==> src/rtl/puf_challenge_sequencer_if.sv <==
// puf_challenge_sequencer_if
//   Bundles the challenge handshake, the PUF array drive/sense lines and the
//   voted-response handshake of the PUF challenge sequencer.
//   master : sequencer side (drives chal_ready, CHALLENGE, trigger, puf_reset,
//            resp_valid, resp_data, resp_unstable)
//   slave  : environment side (drives chal_valid, chal_data, RESPONSE,
//            resp_ready)
interface puf_challenge_sequencer_if;
  logic         chal_valid;
  logic         chal_ready;
  logic [127:0] chal_data;
  logic [127:0] CHALLENGE;
  logic         trigger;
  logic         puf_reset;
  logic [15:0]  RESPONSE;
  logic         resp_valid;
  logic         resp_ready;
  logic [15:0]  resp_data;
  logic [15:0]  resp_unstable;

  modport master (
    input  chal_valid, chal_data, RESPONSE, resp_ready,
    output chal_ready, CHALLENGE, trigger, puf_reset,
           resp_valid, resp_data, resp_unstable
  );

  modport slave (
    output chal_valid, chal_data, RESPONSE, resp_ready,
    input  chal_ready, CHALLENGE, trigger, puf_reset,
           resp_valid, resp_data, resp_unstable
  );
endinterface

==> src/rtl/puf_challenge_sequencer.sv <==
// puf_challenge_sequencer
//   Accepts a 128-bit challenge, applies it to an arbiter PUF array and runs
//   NUM_EVAL evaluations (PUF reset, settle, trigger, capture). Each response
//   bit is majority-voted across the evaluations and flagged unstable when
//   the evaluations disagreed.
// Ports
//   clk    : rising-edge clock
//   reset  : asynchronous active-low reset
//   bus    : puf_challenge_sequencer_if.master
//            chal_valid/chal_ready/chal_data  challenge handshake
//            CHALLENGE/trigger/puf_reset      PUF array drive
//            RESPONSE                         raw PUF array response
//            resp_valid/resp_ready            voted response handshake
//            resp_data/resp_unstable          voted response and disagreement
//
// state | meaning
// IDLE  | waiting for a challenge, chal_ready high
// PRST  | PUF arbiters held in reset for RST_CYCLES
// SETUP | reset released, arbiters settle for SETUP_CYCLES
// FIRE  | trigger high for EVAL_CYCLES
// CAPT  | trigger still high, RESPONSE added into the vote counters
// DONE  | voted response presented until consumed
module puf_challenge_sequencer #(
  parameter int RST_CYCLES   = 4,
  parameter int SETUP_CYCLES = 8,
  parameter int EVAL_CYCLES  = 16,
  parameter int NUM_EVAL     = 5
) (
  input  logic                       clk,
  input  logic                       reset,
  puf_challenge_sequencer_if.master  bus
);

  localparam int MAX_RS  = (RST_CYCLES > SETUP_CYCLES) ? RST_CYCLES : SETUP_CYCLES;
  localparam int MAX_CYC = (MAX_RS > EVAL_CYCLES) ? MAX_RS : EVAL_CYCLES;
  localparam int TW      = (MAX_CYC < 2) ? 1 : $clog2(MAX_CYC);

  // Timer loads are one less than the phase length: the phase ends on the
  // cycle the down-counter reaches zero.
  localparam logic [TW-1:0] RST_LOAD   = TW'(RST_CYCLES - 1);
  localparam logic [TW-1:0] SETUP_LOAD = TW'(SETUP_CYCLES - 1);
  localparam logic [TW-1:0] EVAL_LOAD  = TW'(EVAL_CYCLES - 1);
  localparam logic [3:0]    LAST_EVAL  = 4'(NUM_EVAL - 1);
  localparam logic [3:0]    HALF_EVAL  = 4'(NUM_EVAL / 2);
  localparam logic [3:0]    ALL_EVAL   = 4'(NUM_EVAL);

  typedef enum logic [2:0] {
    IDLE  = 3'd0,
    PRST  = 3'd1,
    SETUP = 3'd2,
    FIRE  = 3'd3,
    CAPT  = 3'd4,
    DONE  = 3'd5
  } state_t;

  state_t        state;
  state_t        state_nxt;
  logic [TW-1:0] tmr;
  logic          tmr_done;
  logic [3:0]    eval_cnt;
  logic [3:0]    vote     [16];
  logic [3:0]    vote_upd [16];

  assign tmr_done = (tmr == '0);

  always_comb begin
    state_nxt = state;
    case (state)
      IDLE:    if (bus.chal_valid) state_nxt = PRST;
      PRST:    if (tmr_done) state_nxt = SETUP;
      SETUP:   if (tmr_done) state_nxt = FIRE;
      FIRE:    if (tmr_done) state_nxt = CAPT;
      CAPT:    state_nxt = (eval_cnt == LAST_EVAL) ? DONE : PRST;
      DONE:    if (bus.resp_ready) state_nxt = IDLE;
      default: state_nxt = IDLE;
    endcase
  end

  // Counts including the current RESPONSE, so the verdict taken on the
  // final CAPT cycle already sees the last evaluation.
  always_comb begin
    for (int i = 0; i < 16; i++) begin
      vote_upd[i] = vote[i] + {3'b000, bus.RESPONSE[i]};
    end
  end

  always_ff @(posedge clk or negedge reset) begin
    if (!reset) begin
      state <= IDLE;
    end else begin
      state <= state_nxt;
    end
  end

  always_ff @(posedge clk or negedge reset) begin
    if (!reset) begin
      tmr               <= '0;
      eval_cnt          <= '0;
      for (int i = 0; i < 16; i++) vote[i] <= '0;
      bus.chal_ready    <= 1'b1;
      bus.CHALLENGE     <= '0;
      bus.trigger       <= 1'b0;
      bus.puf_reset     <= 1'b0;
      bus.resp_valid    <= 1'b0;
      bus.resp_data     <= '0;
      bus.resp_unstable <= '0;
    end else begin
      if (state_nxt != state) begin
        case (state_nxt)
          PRST:    tmr <= RST_LOAD;
          SETUP:   tmr <= SETUP_LOAD;
          FIRE:    tmr <= EVAL_LOAD;
          default: tmr <= '0;
        endcase
      end else if (!tmr_done) begin
        tmr <= tmr - TW'(1);
      end

      if (state == IDLE && bus.chal_valid) begin
        bus.CHALLENGE <= bus.chal_data;
        eval_cnt      <= '0;
        for (int i = 0; i < 16; i++) vote[i] <= '0;
      end

      if (state == CAPT) begin
        eval_cnt <= eval_cnt + 4'd1;
        for (int i = 0; i < 16; i++) vote[i] <= vote_upd[i];
        if (state_nxt == DONE) begin
          for (int i = 0; i < 16; i++) begin
            bus.resp_data[i]     <= (vote_upd[i] > HALF_EVAL);
            bus.resp_unstable[i] <= (vote_upd[i] != 4'd0) && (vote_upd[i] < ALL_EVAL);
          end
        end
      end

      // Registered outputs follow the state being entered.
      bus.chal_ready <= (state_nxt == IDLE);
      bus.puf_reset  <= (state_nxt == PRST);
      bus.trigger    <= (state_nxt == FIRE) || (state_nxt == CAPT);
      bus.resp_valid <= (state_nxt == DONE);
    end
  end

endmodule

==> src/flat_wrapper.sv <==
// flat-port wrapper written by rule: the top's interface ports become plain ports
module puf_challenge_sequencer_flat 
#(
  parameter int RST_CYCLES   = 4,
  parameter int SETUP_CYCLES = 8,
  parameter int EVAL_CYCLES  = 16,
  parameter int NUM_EVAL     = 5
)
  (clk, reset, bus_chal_valid, bus_chal_data, bus_RESPONSE, bus_resp_ready, bus_chal_ready, bus_CHALLENGE, bus_trigger, bus_puf_reset, bus_resp_valid, bus_resp_data, bus_resp_unstable);
  puf_challenge_sequencer_if bus_i ();
  input  logic clk;
  input  logic reset;
  input wire logic [$bits(bus_i.chal_valid)-1:0] bus_chal_valid;
  input wire logic [$bits(bus_i.chal_data)-1:0] bus_chal_data;
  input wire logic [$bits(bus_i.RESPONSE)-1:0] bus_RESPONSE;
  input wire logic [$bits(bus_i.resp_ready)-1:0] bus_resp_ready;
  output wire logic [$bits(bus_i.chal_ready)-1:0] bus_chal_ready;
  output wire logic [$bits(bus_i.CHALLENGE)-1:0] bus_CHALLENGE;
  output wire logic [$bits(bus_i.trigger)-1:0] bus_trigger;
  output wire logic [$bits(bus_i.puf_reset)-1:0] bus_puf_reset;
  output wire logic [$bits(bus_i.resp_valid)-1:0] bus_resp_valid;
  output wire logic [$bits(bus_i.resp_data)-1:0] bus_resp_data;
  output wire logic [$bits(bus_i.resp_unstable)-1:0] bus_resp_unstable;
  assign bus_i.chal_valid = bus_chal_valid;
  assign bus_i.chal_data = bus_chal_data;
  assign bus_i.RESPONSE = bus_RESPONSE;
  assign bus_i.resp_ready = bus_resp_ready;
  assign bus_chal_ready = bus_i.chal_ready;
  assign bus_CHALLENGE = bus_i.CHALLENGE;
  assign bus_trigger = bus_i.trigger;
  assign bus_puf_reset = bus_i.puf_reset;
  assign bus_resp_valid = bus_i.resp_valid;
  assign bus_resp_data = bus_i.resp_data;
  assign bus_resp_unstable = bus_i.resp_unstable;
  puf_challenge_sequencer #(.RST_CYCLES(RST_CYCLES), .SETUP_CYCLES(SETUP_CYCLES), .EVAL_CYCLES(EVAL_CYCLES), .NUM_EVAL(NUM_EVAL)) u_core (.clk(clk), .reset(reset), .bus(bus_i));
endmodule
==> config.mk <==
export PLATFORM = sky130hd
export DESIGN_NAME = puf_challenge_sequencer_flat
export DESIGN_NICKNAME = d
export VERILOG_FILES = /design/src/rtl/puf_challenge_sequencer_if.sv /design/src/rtl/puf_challenge_sequencer.sv /design/src/flat_wrapper.sv
export SDC_FILE = /design/constraint.sdc
export NUM_CORES = 1
export LEC_CHECK = 0
export ABC_AREA = 1
export CAP_MARGIN = 20
export CORE_MARGIN = 2
export CORE_UTILIZATION = 47
export DETAILED_ROUTE_END_ITERATION = 6
export GPL_ROUTABILITY_DRIVEN = 0
export GPL_TIMING_DRIVEN = 0
export PLACE_DENSITY = 0.9
export SYNTH_ARGS = -nofsm -noshare
export SYNTH_HDL_FRONTEND = slang
export SYNTH_SLANG_ARGS = --single-unit
==> constraint.sdc <==
create_clock -name clk -period 2.1 [get_ports clk]
set_input_delay 0.315 -clock clk [delete_from_list [all_inputs] [get_ports clk]]
set_output_delay 0.315 -clock clk [all_outputs]
set_load 0.005 [all_outputs]
* After elaboration in Yosys (flattened, before gate mapping)
Cells that the tools add are included.
** Word-level totals
- Flip-flop bits (word level) :: 239
- Output and inout bits :: 164
** Operators by class
- Equal/unequal tests :: 13
- Multiplexer cells :: 14
- $add $sub $neg :: 18
- Order comparisons :: 32
- Reductions and logical operators :: 39
** Operators with widths (count)
- 64-bit two-way mux :: 2
- 4-bit by 1-bit adder with 4-bit output :: 16
- 4-bit by 2-bit > comparator with 1-bit output (second input constant) :: 16
- 4-bit by 3-bit less-than comparator with 1-bit output (second input constant) :: 16
- 4-bit nonzero test :: 16
- 3-bit two-way mux :: 6
- 3-bit one-hot mux with 6 select lines :: 1
- 1-bit logical AND :: 17
- 4-bit two-way mux :: 4
- 3-bit by 2-bit equality test with 1-bit output (second input constant) :: 4
- 3-bit equality test (second input constant) :: 4
- 4-bit one-hot mux with 3 select lines :: 1
- 3-bit by 1-bit equality test with 1-bit output (second input constant) :: 2
- 3-bit logical NOT :: 2
- 4-bit by 1-bit adder with 4-bit output (second input constant) :: 1
- 4-bit by 3-bit equality test with 1-bit output (second input constant) :: 1
- 4-bit logical NOT :: 1
- 4-bit by 1-bit subtractor with 4-bit output (second input constant) :: 1
- 3-bit inequality test :: 1
- 2-bit inequality test (second input constant) :: 1
- 2-bit AND reduction :: 1
- 2-bit nonzero test :: 1
- 1-bit logical OR :: 1

* Longest topological paths before layout
- Word-level depth :: 6
- Depth in mapped cells :: 10

* Least setup slack after synthesis
OpenSTA, ideal clock, no wires.
- Path type :: reg2reg
- From :: reg u_core.state[0]
- To :: reg u_core.bus.CHALLENGE[86]
- Stages on the path, launching flop included :: 6
- Setup slack :: 0.627 ns
- Path buffers :: 2
- Clock period less this slack :: 1.473 ns
- Library setup time :: 0.128 ns
- Arrival :: 1.346 ns
- Data required time :: 1.972 ns
- Cells stage by stage :: dfrtp_1 -> nor2_4 -> nand3_1 -> buf_2 -> buf_4 -> mux2_1
** On the way
- Word-level cells in the longest chain between the ends :: 2
** Ends and longest elaborated chain
- from (decl) :: RTL line puf_challenge_sequencer.sv:56 : state_t state;
- from (signal assigned) :: RTL line puf_challenge_sequencer.sv:91 : state <= state_nxt;
- 3-bit logical NOT :: RTL line puf_challenge_sequencer.sv:119 : if (state == IDLE && bus.chal_valid) begin
- 1-bit logical AND :: RTL line puf_challenge_sequencer.sv:119
- to (signal assigned) :: RTL line puf_challenge_sequencer.sv:120 : bus.CHALLENGE <= bus.chal_data;
- to (decl) :: RTL line puf_challenge_sequencer_if.sv:23 : output chal_ready, CHALLENGE, trigger, puf_reset,
No other way between the ends.
A chain may end at the register's enable or synchronous reset.

* Worst setup path after layout
- From :: reg u_core.state[1]
- To :: reg u_core.bus.resp_data[4] (netlist bit)
** On the way
- Word-level cells in the longest chain between the ends :: 4
** Ends and longest elaborated chain
- 3-bit equality test, or another cell as far along :: RTL line puf_challenge_sequencer.sv:68 : case (state)
- 3-bit one-hot mux with 6 select lines :: RTL line puf_challenge_sequencer.sv:68
- 3-bit equality test :: RTL line puf_challenge_sequencer.sv:128 : if (state_nxt == DONE) begin
- 2-bit AND reduction (no source line) *
- to (signal, indexed assignment) :: RTL line puf_challenge_sequencer.sv:130 : bus.resp_data[i] <= (vote_upd[i] > HALF_EVAL);
- to (decl) :: RTL line puf_challenge_sequencer_if.sv:24 : resp_valid, resp_data, resp_unstable
Every way passes the cells marked *; elsewhere a longest branch is shown, timed or not.

==> flow_summary_export.csv <==
group,metric,value,unit
run_status,status,"complete, no violations",
die,ios,312,
timing,setup_viol,0,
yosys,synth_xor_xnor_area_share,4.33,%
critical_path,crit_path_max_incr_delay,0.45,ns
cts,cts_buffers,25,
detailed_routing,wl_per_cell,20.8,µm
critical_path,slowest_stage,"dfrtp_1",
yosys,netlist-cell-type-count,30,
critical_path,path_class,"flop to flop",
power,power_density,1290,nW/µm²
critical_path,crit_path_end_kind,"flop",
placement,hpwl,21000,µm
critical_path,critPathRequiredTime,2.46,ns
yosys,yosys_warnings,0,
detailed_routing,via_per_inst,5.29,
critical_path,cp-start-kind,"flop",
cts,cts_sinks,239,
yosys,async_reset_ff_share,100,%
critical_path,crit_family,"buffers and inverters",
timing,fin_crit_sh,92.8,%
detailed_routing,drt-total-wl,29900,µm
timing,skew,0.0152,ns
cts,root_buffer,"clkbuf_16",
timing,holdWs,0.379,ns
cts,htreeDepth,1,
die,core,21100,µm²
critical_path,critPathArrivalTime,2.30,ns
detailed_routing,drc_errors,0,
placement,port_buffers,311,
yosys,synth-edff-count,0,
timing,finalHoldViolations,0,
global_routing,antenna_found_initial,11,
yosys,synth_compound_area_share,6.86,%
cts,clk_path_buf_depth,3,
yosys,ys_ff_latch,239,
detailed_routing,drt_iter0_markers,278,
timing,post-route-min-period,1.95,ns
yosys,synth_cells,794,
die,std_cell_rows,53,
yosys,yosysTopAreaCell,"dfrtp_1",
yosys,synth_top_cell_area_share,58.9,%
yosys,synth_top_family_by_area,"multiplexers",
timing,maxSlewViolCount,0,
finish,drive_above_1_share,8.42,%
timing,rsz0062_at_grt,"false",
finish,nets,1317,
cts,cts_tree,"built",
critical_path,path_cells,"nor2_4, nand2_2, inv_2, nand2_1, inv_2, buf_4, buf_2, a41oi_1",
yosys,synth.top_cells.by_count,"dfrtp_1 (238), mux2_1 (109), nand2_1 (101), nor2_1 (44)",
global_routing,grt_pass1_wl,44600,µm
global_routing,grt_max_degree,121,
cts,insertion_delay,0.52,ns
power,leakage,6.26,nW
cts,cts-resized-gates,0,
global_routing,grt_pass1_vias,8052,
yosys,synth.most_common_cell,"dfrtp_1",
yosys,avgSynthCellArea,12.7,µm²
timing,clock.fmax,513,MHz
finish,fin_util,68.9,%
job,cap_violations,0,
die,chipWidth,151,µm
yosys,synthMuxAreaShare,14.3,%
yosys,synth_top_flop_cell,"dfrtp_1",
yosys,yosys.area_share.simple,7.91,%
yosys,yosysSeqAreaShare,59.2,%
cts,path_clk_slew,0.07,ns
die,die_y,151,µm
timing,relSlewSlack,39.3,%
die,die_area,22700,µm²
cts,post-cts-setup-buffer-count,0,
yosys,syn_area,10100,µm²
die,initial_utilization,47.9,%
yosys,synth_adder_area_share,4.33,%
critical_path,path_common_cell,"inv_2",
power,ir_drop,0.877,mV
yosys,synth_nets,977,
power,fin_total_pwr,0.0187,W
global_routing,gr-total-overflow,0,
critical_path,critPathMaxFanout,10,
detailed_routing,vias,7616,
finish,synthToLayoutAreaGrowth,43.7,%
yosys,synthTopCellsByArea,"dfrtp_1 (59%), mux2_1 (12%), ha_1 (4.3%)",
detailed_routing,drtAntennaViolNets,0,
critical_path,cp_num_buf_inv,4,
worst_hold_path,hold_class,"primary input to flop",
detailed_routing,dr.pass1.iters,4,
timing,tightest_slew,0.911,ns
global_routing,grt_use_total,25.7,%
[path summary, 6_finish.rpt]
| kind | to | cells after the start | slack [ns] | from |
|---|---|---|---|---|
| max in group asynchronous | u_core.bus.CHALLENGE[57] | 3 | 0.51 | reset |
| hold / removal | u_core.bus.CHALLENGE[72] | 2 | 0.38 | bus_chal_data[72] |
| hold reg to reg | u_core.bus.resp_unstable[13] | 2 | 0.48 | u_core.bus.resp_unstable[13] |
| setup reg to reg | u_core.bus.resp_data[4] | 8 | 0.15 | u_core.state[1] |
| setup / recovery | u_core.bus.resp_data[4] | 8 | 0.15 | u_core.state[1] |
| min in group asynchronous | u_core.tmr[1] | 2 | 0.48 | reset |
[cell usage in the layout, fill, tap and decap left out, types with 2 or more instances in the layout]
| cell type | count |
|---|---|
| a21oi_1 | 4 |
| a32o_1 | 31 |
| a41oi_1 | 16 |
| buf_1 | 2 |
| buf_2 | 12 |
| buf_4 | 5 |
| buf_6 | 10 |
| bufinv_16 | 5 |
| clkbuf_1 | 12 |
| clkbuf_16 | 25 |
| clkbuf_8 | 3 |
| clkdlybuf4s50_1 | 310 |
| clkinv_2 | 5 |
| clkinvlp_4 | 3 |
| dfrtp_1 | 238 |
| diode_2 | 12 |
| ha_1 | 35 |
| inv_1 | 16 |
| inv_2 | 2 |
| mux2_1 | 109 |
| mux2_2 | 19 |
| nand2_1 | 101 |
| nand3_1 | 37 |
| nand3_2 | 2 |
| nand4_1 | 2 |
| nor2_1 | 44 |
| nor3_1 | 4 |
| o21ai_0 | 37 |
| o21ai_1 | 3 |
| xnor2_1 | 16 |
| xor2_1 | 34 |
[cell families (layout without fill, tap and decap cells)]
group	count (synthesis)	count (layout)
AOI/OAI and AO/OA	94	94
xor gates and xnor gates	50	50
adders and majority gates	35	35
buffers and inverters	56	414
DFF	239	239
muxes	128	128
other	0	12
and+or+nand+nor	192	192
[timing repair]
item | 4_1_cts | 5_1_grt
hold buffers | 1 | 0
setup endpoints to repair | 0 | 0
hold endpoints to repair | 118 | 0
[state kept, by name (all words and copies together), names as in the netlist]
| signal | count |
|---|---|
| u_core.bus.CHALLENGE | 128 |
| u_core.vote | 64 |
| u_core.bus.resp_data | 16 |
| u_core.bus.resp_unstable | 16 |
| u_core.eval_cnt | 4 |
| u_core.tmr | 4 |
| u_core.state | 3 |
| u_core.bus.chal_ready | 1 |
| u_core.bus.puf_reset | 1 |
| u_core.bus.resp_valid | 1 |
| u_core.bus.trigger | 1 |
[where the power goes]
group / switching (W) / internal [W] / leakage [nW]
combinational: 0.00284 / 0.00408 / 2.96
sequential: 0.000894 / 0.00615 / 2.88
clock: 0.00187 / 0.00291 / 0.428
[per-stage QoR]
stage | std cells | setup TNS [ns] | worst slack, ns | cell area (µm²)
after floorplan | 794 | 0 | 0.627 | 10100
after global routing | 1439 | 0 | 0.0333 | 14500
after CTS | 1427 | 0 | 0.138 | 14500
after global placement | 1380 | -2261.85 | -9.51 | 13600
final | 1439 | 0 | 0.151 | 14500
after detailed placement | 1381 | 0 | 0.0156 | 13600
[layer usage]
layer	global-route usage [%]	routed length, µm
met5	0	0
met4	12.2	1160
met3	6.06	2080
met2	46.8	15700
met1	28.2	10900
[final cells by class]
class | instances | area, µm²
fill | 1478 | 6560
inverter | 18 | 67.6
multi-input combinational | 499 | 3810
antenna | 12 | 30.0
sequential | 239 | 5980
clock inverter | 14 | 206
clock buffer | 31 | 678
buffer | 38 | 251
timing repair buffer | 313 | 3160
tap | 275 | 344
No activity file was read; power rests on OpenSTA's default activity.
==> RTL edit: new RTL, config.mk and constraints unchanged <==
The 6 states of `state_t` get a Gray code encoding in 3 bits.
--- a/src/rtl/puf_challenge_sequencer.sv
+++ b/src/rtl/puf_challenge_sequencer.sv
@@ -45,12 +45,12 @@
   localparam logic [3:0]    ALL_EVAL   = 4'(NUM_EVAL);
 
   typedef enum logic [2:0] {
-    IDLE  = 3'd0,
-    PRST  = 3'd1,
-    SETUP = 3'd2,
-    FIRE  = 3'd3,
-    CAPT  = 3'd4,
-    DONE  = 3'd5
+    IDLE  = 3'b000,
+    PRST  = 3'b001,
+    SETUP = 3'b011,
+    FIRE  = 3'b010,
+    CAPT  = 3'b110,
+    DONE  = 3'b111
   } state_t;
 
   state_t        state;
Behaviour: no difference found for any inputs over 4 cycles, from zero or initial values and one cycle with reset low; so few cycles prove little.
==> RTL edit against the original RTL <==
Combinational power increased by 4.3%. Wire length is 6.4% lower. Cell area shrank 0.80%. Sequential power barely moved. Highest routed layer unchanged. Sequential share of layout area grew 0.33 points. Total power fell by 1.2%. Hold slack got worse by 0.063 ns. Sequential cell count did not move. Worst setup slack better by 0.077 ns. Maximum frequency grew 4.1%. Largest cell class unchanged. Synthesized area down 0.20%. Global-route usage down 2.0 points. Die area shrank 0.19%.
==> RTL edit: results (changes against the original RTL) <==
CTS resizes=1 (was 0); clock-pin slew of the registers on the worst-case setup and hold paths=0.06 ns; clk root buf=clkbuf_16 (unchanged); Post-DP HPWL=20,380 microns (was 20,960 microns); final net count=1,324 (was 1,317); Fin. Hold Viols=0 (unchanged); Avg Inst Size Synth=12.63 sq um (was 12.73 sq um); first-pass GRT wire length=41,860 microns (was 44,580 microns); Peak VDD IR=0.8246 mV (was 0.8775 mV); Synth Net Count=982 (was 977); n_diodes=0 (was 12); DR WL/cell=19.55 microns (was 20.77 microns); Synth area leaders=dfrtp_1 (59%), mux2_2 (14%), ha_1 (4.3%) (was dfrtp_1 (59%), mux2_1 (12%), ha_1 (4.3%)); post-CTS setup buffers=0 (unchanged); Skew-Pair Late Insertion Delay=0.52 ns (about the same); Worst EP arrival=2.26 ns (was 2.30 ns); Pleak=6.252 nW (was 6.262 nW); R2R Setup Slk=0.23 ns (was 0.15 ns); share of layout cells above drive strength 1=17.04% (was 8.420%); Detailed Routing Iterations Pass 1=5 (was 4); max_slew headroom=54.74% (was 39.30%); Main synth FF type=dfrtp_1 (unchanged); total CTS buffers=26 (was 25); Post-synth EDFFs=0 (unchanged); CP Max Fanout=10 (unchanged); FF-to-FF Start=u_core.state[2] (was u_core.state[1]); met2 Use GR=42.39% (was 46.77%); vias per cell=5.368 (was 5.293); met3 routed WL=1991 microns (was 2084 microns); Syn. warnings=0 (unchanged); Global Route Usage Sum=23.72% (was 25.71%); Clock Tree Buf Depth=3 (unchanged); pin count of the biggest net entering global routing=107 (was 121); routed wl met2=14,660 microns (was 15,710 microns); worst min path class=in -> async (was in -> reg); max layer used=met4 (unchanged); count of cell types in the netlist=31 (was 30); sw frac=29.92% (about the same); CTS Hold Bufs=1 (unchanged); share of the yosys chip area belonging to registers=59.28% (was 59.16%); post-route insts no fill=1,431 (was 1,439); R2R Path End=u_core.bus.CHALLENGE[59] (was u_core.bus.resp_data[4]); status=complete, no violations (unchanged); Commonest cells post-synth=dfrtp_1 (238), mux2_2 (128), nand2_1 (70) (was dfrtp_1 (238), mux2_1 (109), nand2_1 (101)); r2r worst-path depth=5 (was 8); Setup Skew=0.01891 ns (was 0.01516 ns); H-tree Lvls=1 (unchanged); share of synthesized registers carrying an async set or reset=100.0% (unchanged); biggest registers after layout=u_core.bus.CHALLENGE x128, u_core.vote x64 (unchanged); antenna violations before repair=0 (was 11); DRT iter0 DRCs=407 (was 278); met1 Use GR=27.40% (was 28.19%); M3 GR Usage=5.333% (was 6.061%); vias in the first global route=8,154 (was 8,052); wl on met1=10,300 microns (was 10,920 microns); buffers added on ports=311 (unchanged)
[RTL edit: cell count changes after synthesis, sizes merged, moves of 3 or more]
| cell | before | now |
|---|---|---|
| nand2 | 102 | 71 |
| a31oi | 0 | 16 |
| buf | 29 | 17 |
| o31ai | 0 | 15 |
| xnor2 | 16 | 32 |
| nand3 | 39 | 30 |
| a21oi | 4 | 19 |
| a41oi | 16 | 0 |
| nor3 | 4 | 1 |
| clkbuf | 9 | 19 |
| inv | 18 | 36 |
| xor2 | 34 | 20 |
[RTL edit: power groups by stage]
| stage | clock network [mW] | logic [mW] | registers, mW |
|---|---|---|---|
| CTS | 4.33 | 7.29 | 7.03 |
| global route | 4.52 | 7.76 | 7.19 |
| floorplan | 0 | 3.03 | 7.06 |
| finish | 4.26 | 7.22 | 7.03 |
| detailed placement | 0 | 7.23 | 7.08 |
| global placement | 0 | 6.98 | 6.96 |
[RTL edit: worst max path at each step]
stage | startpoint | to | slack [ns] | cells after the start
4_1_cts | u_core.state[1] | u_core.bus.CHALLENGE[105] | 0.22 | 5
5_1_grt | u_core.tmr[0] | u_core.tmr[1] | 0.02 | 13
3_5_place_dp | bus_chal_valid | u_core.bus.CHALLENGE[110] | -0.27 | 7
2_1_floorplan | u_core.eval_cnt[0] | u_core.tmr[1] | 0.52 | 13
6_report | u_core.state[2] | u_core.bus.CHALLENGE[59] | 0.23 | 5
3_3_place_gp | reset | u_core.bus.CHALLENGE[20] | -9.40 | 1
[RTL edit: cell families (layout without fill, tap and decap cells)]
family | count (synthesis) | count (layout) | share of synthesized area [%]
and+or+nand+nor | 150 | 150 | 6.311
DFF | 239 | 239 | 59.28
xor gates and xnor gates | 52 | 52 | 4.513
muxes | 128 | 128 | 14.28
adders and majority gates | 35 | 35 | 4.340
AOI/OAI and AO/OA | 123 | 123 | 8.320
buffers and inverters | 72 | 429 | 2.951
[RTL edit: stage by stage]
stage          worst slack, ns   TNS, ns  total power, mW  hold WS [ns]  area, sq um
2_1_floorplan           0.5209         0            10.09       0.01941        10090
3_3_place_gp            -9.404  -2260.84            13.94        0.4657        13550
3_5_place_dp           -0.2690    -23.06            14.31        0.2836        13610
4_1_cts                 0.2196         0            18.64        0.3398        14410
5_1_grt                0.01633         0            19.47        0.3770        14410
6_report                0.2282         0            18.52        0.3153        14410
[RTL edit: cell type report]
cell class | count | area [sq um]
fillers | 1440 | 6613
multi-input cells | 488 | 3811
inverters | 36 | 135.1
repair buffers | 314 | 3183
plain buffers | 36 | 163.9
well taps | 275 | 344.1
clock buffers | 37 | 753.2
clock inverters | 6 | 36.28
flip-flops and latches | 239 | 5982
[RTL edit: critical path, cell delays in order (launching register included)]
cell	delay, ns
dfrtp_1	0.46
nor2_1	0.11
nand2_1	0.16
clkbuf_2	0.30
buf_2	0.31
mux2_2	0.39
